`src/rtl/bin2bcd_scan.sv`:
```
// Binary-to-BCD converter (shift-add-3) with a free-running digit-scan counter.
// Latency: start sampled at edge N -> busy high after edges N..N+13, done/bcd updated at edge N+15.
// Backpressure: none; start is ignored while a conversion is in flight, no queuing.
//
// Ports:
//   clk      - single clock, rising edge
//   rst      - asynchronous active-high reset
//   bin      - 14-bit unsigned value to convert (0..16383)
//   start    - conversion request, sampled only when the converter is idle
//   bcd      - packed 4-digit result {thousands, hundreds, tens, ones}
//   counter  - digit-select scan count (0 = ones .. 3 = thousands)
//   busy     - high while the shift sequence runs
//   done     - one-cycle pulse when bcd takes a new result
//   ovf      - last converted value exceeded 9999
//
// Optional build macro BIN2BCD_SAT_EN: when defined, an overflowing result
// clamps bcd to 9999; otherwise bcd shows the value modulo 10000.

module bin2bcd_scan #(
    parameter int unsigned SCAN_DIV = 100000
) (
    input  logic        clk,
    input  logic        rst,
    input  logic [13:0] bin,
    input  logic        start,
    output logic [15:0] bcd,
    output logic [1:0]  counter,
    output logic        busy,
    output logic        done,
    output logic        ovf
);

    // ------------------------------------------------------------------
    // Scan prescaler: free-running, independent of the converter.
    // ------------------------------------------------------------------
    localparam int unsigned PW = (SCAN_DIV > 1) ? $clog2(SCAN_DIV) : 1;
    localparam logic [PW-1:0] PRE_LAST = PW'(SCAN_DIV - 1);

    logic [PW-1:0] prescale;

    always_ff @(posedge clk or posedge rst) begin
        if (rst) begin
            prescale <= '0;
            counter  <= 2'd0;
        end else if (prescale == PRE_LAST) begin
            prescale <= '0;
            counter  <= counter + 2'd1;
        end else begin
            prescale <= prescale + PW'(1);
        end
    end

    // ------------------------------------------------------------------
    // Converter FSM
    // ------------------------------------------------------------------
    typedef enum logic [1:0] {
        IDLE  = 2'd0,
        SHIFT = 2'd1,
        DONE  = 2'd2
    } state_t;

    state_t      state;
    logic [13:0] shreg;
    logic [19:0] acc;
    logic [3:0]  iter;
    logic [19:0] acc_adj;

    // Add-3 correction on every digit >= 5 before the shift, so each digit
    // carries correctly into the next decade after doubling.
    always_comb begin
        acc_adj = acc;
        for (int i = 0; i < 5; i++) begin
            if (acc[4*i +: 4] >= 4'd5) begin
                acc_adj[4*i +: 4] = acc[4*i +: 4] + 4'd3;
            end
        end
    end

    always_ff @(posedge clk or posedge rst) begin
        if (rst) begin
            state <= IDLE;
            shreg <= 14'd0;
            acc   <= 20'd0;
            iter  <= 4'd0;
            bcd   <= 16'h0000;
            busy  <= 1'b0;
            done  <= 1'b0;
            ovf   <= 1'b0;
        end else begin
            done <= 1'b0;
            case (state)
                IDLE: begin
                    if (start) begin
                        shreg <= bin;
                        acc   <= 20'd0;
                        iter  <= 4'd14;
                        busy  <= 1'b1;
                        state <= SHIFT;
                    end
                end
                SHIFT: begin
                    acc   <= {acc_adj[18:0], shreg[13]};
                    shreg <= {shreg[12:0], 1'b0};
                    iter  <= iter - 4'd1;
                    // Last shift: busy drops together with the move to DONE.
                    if (iter == 4'd1) begin
                        busy  <= 1'b0;
                        state <= DONE;
                    end
                end
                DONE: begin
                    // bcd is only written here, so the display never sees a
                    // partially shifted accumulator.
                    ovf <= (acc[19:16] != 4'd0);
`ifdef BIN2BCD_SAT_EN
                    bcd <= (acc[19:16] != 4'd0) ? 16'h9999 : acc[15:0];
`else
                    bcd <= acc[15:0];
`endif
                    done  <= 1'b1;
                    state <= IDLE;
                end
                default: begin
                    busy  <= 1'b0;
                    state <= IDLE;
                end
            endcase
        end
    end

endmodule

```
`config.mk`:
```
export PLATFORM = sky130hd
export DESIGN_NAME = bin2bcd_scan
export DESIGN_NICKNAME = d
export VERILOG_FILES = /design/src/rtl/bin2bcd_scan.sv
export SDC_FILE = /design/constraint.sdc
export NUM_CORES = 1
export LEC_CHECK = 0
export BUFFER_PORTS_ARGS = -buffer_cell sky130_fd_sc_hd__buf_2
export CORE_MARGIN = 8
export CORE_UTILIZATION = 55
export CTS_CLUSTER_DIAMETER = 50
export DETAILED_ROUTE_END_ITERATION = 10
export GPL_ROUTABILITY_DRIVEN = 0
export PLACE_DENSITY = 0.81
export SLEW_MARGIN = 0
export SYNTH_ARGS = -nofsm -noshare
export SYNTH_HDL_FRONTEND = slang
export SYNTH_SLANG_ARGS = --single-unit
export TNS_END_PERCENT = 100
```
`constraint.sdc`:
```
create_clock -name clk -period 6.8 [get_ports clk]
set_input_delay 1.02 -clock clk [delete_from_list [all_inputs] [get_ports clk]]
set_output_delay 1.02 -clock clk [all_outputs]
set_load 0.01 [all_outputs]
```
==> results.sh <==
export IMPL_cts_sinks=78
export IMPL_ctsRootBufferMaster="clkbuf_8"
export IMPL_start_util_pct=56.71
export IMPL_ir_worst_vdd_uv=217.4
export IMPL_place_area_um2=3844
export IMPL_ys_warnings_count=0
export IMPL_post_cts_buffers=0
export IMPL_p_leak_nw=1.955
export IMPL_routedWlPerCell_um=15.00
export IMPL_clockBufferDepth=2
export IMPL_hold_class="reg2reg"
export IMPL_row_count=29
export IMPL_worst_pin_slew_ps=1101
export IMPL_crit_path_start_kind="flip-flop"
export IMPL_crit_chain="or4b_1 > nor4_2 > and2_1 > nor2_1"
export IMPL_antenna_left=0
export IMPL_dp_hpwl_um=4606
export IMPL_grt_setup_unrepaired="no"
export IMPL_drt_iter0_markers=116
export IMPL_max_freq_mhz=497.5
export IMPL_antenna_found_initial=0
export IMPL_relSlewSlack_pct=26.61
export IMPL_synth_cells=344
export IMPL_avgSynthCellArea_um2=10.47
export IMPL_place_ws_ps=4646
export IMPL_placement_io_buffers=37
export IMPL_dr_pass1_iters=4
export IMPL_min_from="counter[1]$_DFFE_PP0N_"
export IMPL_synth_seq_area_share_pct=54.20
export IMPL_cts_max_level=3
export IMPL_max_cap_viol_count=0
export IMPL_drive_gt1_share_pct=18.49
export IMPL_die_area_um2=9393
export IMPL_status="complete, no violations"
export IMPL_reg2reg_from="prescale[5]$_DFF_PP0_"
export IMPL_fin_ws_ps=4790
export IMPL_cp_top_family="simple AND/OR/NAND/NOR gates"
export IMPL_period_minus_slack_ps=2010
export IMPL_cts_hold_buffers=0
export IMPL_cp_slowest_cell="or4b_1"
export IMPL_critical_path_startpoint="prescale[5]$_DFF_PP0_"
export IMPL_required_ps=7020
export IMPL_grt_use_total_pct=15.61
export IMPL_cts_buffers=9
export IMPL_slowest_delay_ps=550
export IMPL_cts_tree="yes"
export IMPL_cellPowerDensity_nw_per_um2=428.4
export IMPL_slew_viol_final=0
export IMPL_cp_max_fo=9
export IMPL_grt_ovfl_total=0
export IMPL_period_share_pct=29.56
export IMPL_grt_max_degree=79
export IMPL_setup_tns_ps=0
export IMPL_synth_nets=375
export IMPL_clk_latency_ps=350
export IMPL_cp_buffers_inverters=0
export IMPL_synthesis_area_um2=3601
export IMPL_die_width_um=96.92
export IMPL_cts_resized_gates=0
export IMPL_final_nets=411
export IMPL_die_height_um=96.92
export IMPL_setup_violations=0
export IMPL_grt_pass1_vias=2598
export IMPL_final_area_um2=4065
export IMPL_cp_arrival_ps=2230
export IMPL_hold_viol_final=0
export IMPL_via_per_inst=5.642
export IMPL_ios=38
export IMPL_cts_clk_slew_worst_paths_ps=80
export IMPL_vias=2601
export IMPL_worstSetupPathType="reg2reg"
export IMPL_fin_skew_ps=9.064
export IMPL_grt_pass1_wl_um=12210
export IMPL_drt_wl_total_um=6917
export IMPL_area_delta_synth_final_pct=12.89
export IMPL_synth_cell_type_count=36
export IMPL_endpoint_kind="flip-flop"
export IMPL_n_antenna_cell=0
export IMPL_n_fill_cell=502
export IMPL_yosys_register_bits=78
export IMPL_drc=0
export IMPL_core_area_um2=6350
==> cell type report <==
class	count	area (um^2)	share of cell area, %
sequential	78	1952	48.01
timing repair buffer	40	207.7	5.109
inverter	17	63.81	1.570
clock buffer	11	151.4	3.724
clock inverter	4	70.07	1.724
multi-input combinational	234	1524	37.49
tap	77	96.34	2.370
==> cell usage after synthesis, drive strengths merged <==
cell / instances / area share, %
buf: 1 / 0.31
and4: 1 / 0.24
nand4: 5 / 0.87
ha: 14 / 4.9
mux2: 11 / 3.4
o21ai: 26 / 3.6
xnor2: 16 / 3.9
mux2i: 2 / 0.56
nor3: 4 / 0.56
a22oi: 2 / 0.42
nor2: 26 / 2.7
or4: 2 / 0.42
nor2b: 4 / 0.69
dfrtp: 78 / 54
and2: 3 / 0.52
o31ai: 5 / 1.0
a22o: 2 / 0.49
nand3: 9 / 1.3
inv: 17 / 1.8
nor3b: 3 / 0.63
a21oi: 10 / 1.4
xor2: 8 / 2.2
nand2: 40 / 4.2
o32ai: 3 / 0.73
nand3b: 3 / 0.63
a31oi: 12 / 2.1
clkbuf: 14 / 1.5
nand2b: 7 / 1.2
a32o: 6 / 1.7
o22ai: 6 / 1.0
or2: 1 / 0.17
nor4: 2 / 0.52
or4b: 1 / 0.28
==> registers in the layout, summed over array words and instances, names as in the netlist <==
register,flops
busy,1
shreg,14
bcd,16
ovf,1
state,2
done,1
counter,2
acc,20
iter,4
prescale,17
==> worst paths after layout <==
check                           slack (ps)  cells after the start                      to
worst max-delay path                  4790                      4  prescale[10]$_DFF_PP0_
worst min-delay path                   470                      1  counter[1]$_DFFE_PP0N_
worst max register to register        4790                      4  prescale[10]$_DFF_PP0_
worst min register to register         470                      1  counter[1]$_DFFE_PP0N_
max in group asynchronous             5230                      3    shreg[4]$_DFFE_PP0P_
min in group asynchronous              980                      3          done$_DFF_PP0_
==> metrics by stage <==
stage	instances	power (mW)	util, %	hold slack (ps)
2_1_floorplan	344	1.191	-	441.8
3_3_place_gp	446	1.323	60.53	454.1
3_5_place_dp	446	1.362	60.53	462.9
4_1_cts	461	1.751	64.02	473.3
5_1_grt	461	1.879	64.02	489.9
6_report	461	1.742	64.02	470.3
==> report_power, final <==
group | switching [mW] | internal (mW)
clock | 0.165 | 0.224
combinational | 0.351 | 0.283
sequential | 0.105 | 0.613
total | 0.621 | 1.12
==> routing by layer <==
metal  GRT usage, %  up-vias  share of wire (%)
met5              0        -                  0
met1          19.29     1274                 47
met3          5.121       13                4.5
li1               -     1266                  -
met2          24.48       48                 46
met4          6.509        0                1.9
==> layout by cell type (no fill, tap or decap), types with 2 or more instances in the layout <==
master / instances
nor3_1: 4
nor2b_1: 4
nand2_1: 40
dfrtp_1: 78
buf_2: 37
o21ai_0: 25
a22oi_1: 2
nor2_1: 25
o22ai_1: 6
mux2_2: 11
xnor2_1: 16
clkinv_2: 2
a22o_1: 2
nor3b_1: 3
clkbuf_8: 11
o32ai_1: 3
ha_1: 14
and2_1: 3
o31ai_1: 5
nand3b_1: 3
mux2i_1: 2
a32o_1: 6
a21oi_1: 10
or4_1: 2
a31oi_1: 12
xor2_1: 7
nand2b_1: 7
buf_4: 3
nand4_1: 5
nand3_1: 9
bufinv_16: 2
inv_1: 16
==> cell families after synthesis <==
| logic type | share of synthesized area, % |
|---|---|
| and+or+nand+nor | 14.87 |
| DFF | 54.20 |
| AOI/OAI and AO/OA | 12.47 |
| buffers and inverters | 3.544 |
| xor gates and xnor gates | 6.046 |
| adders and majority gates | 4.865 |
| muxes | 3.996 |
Power figures use the tool's default switching activity.
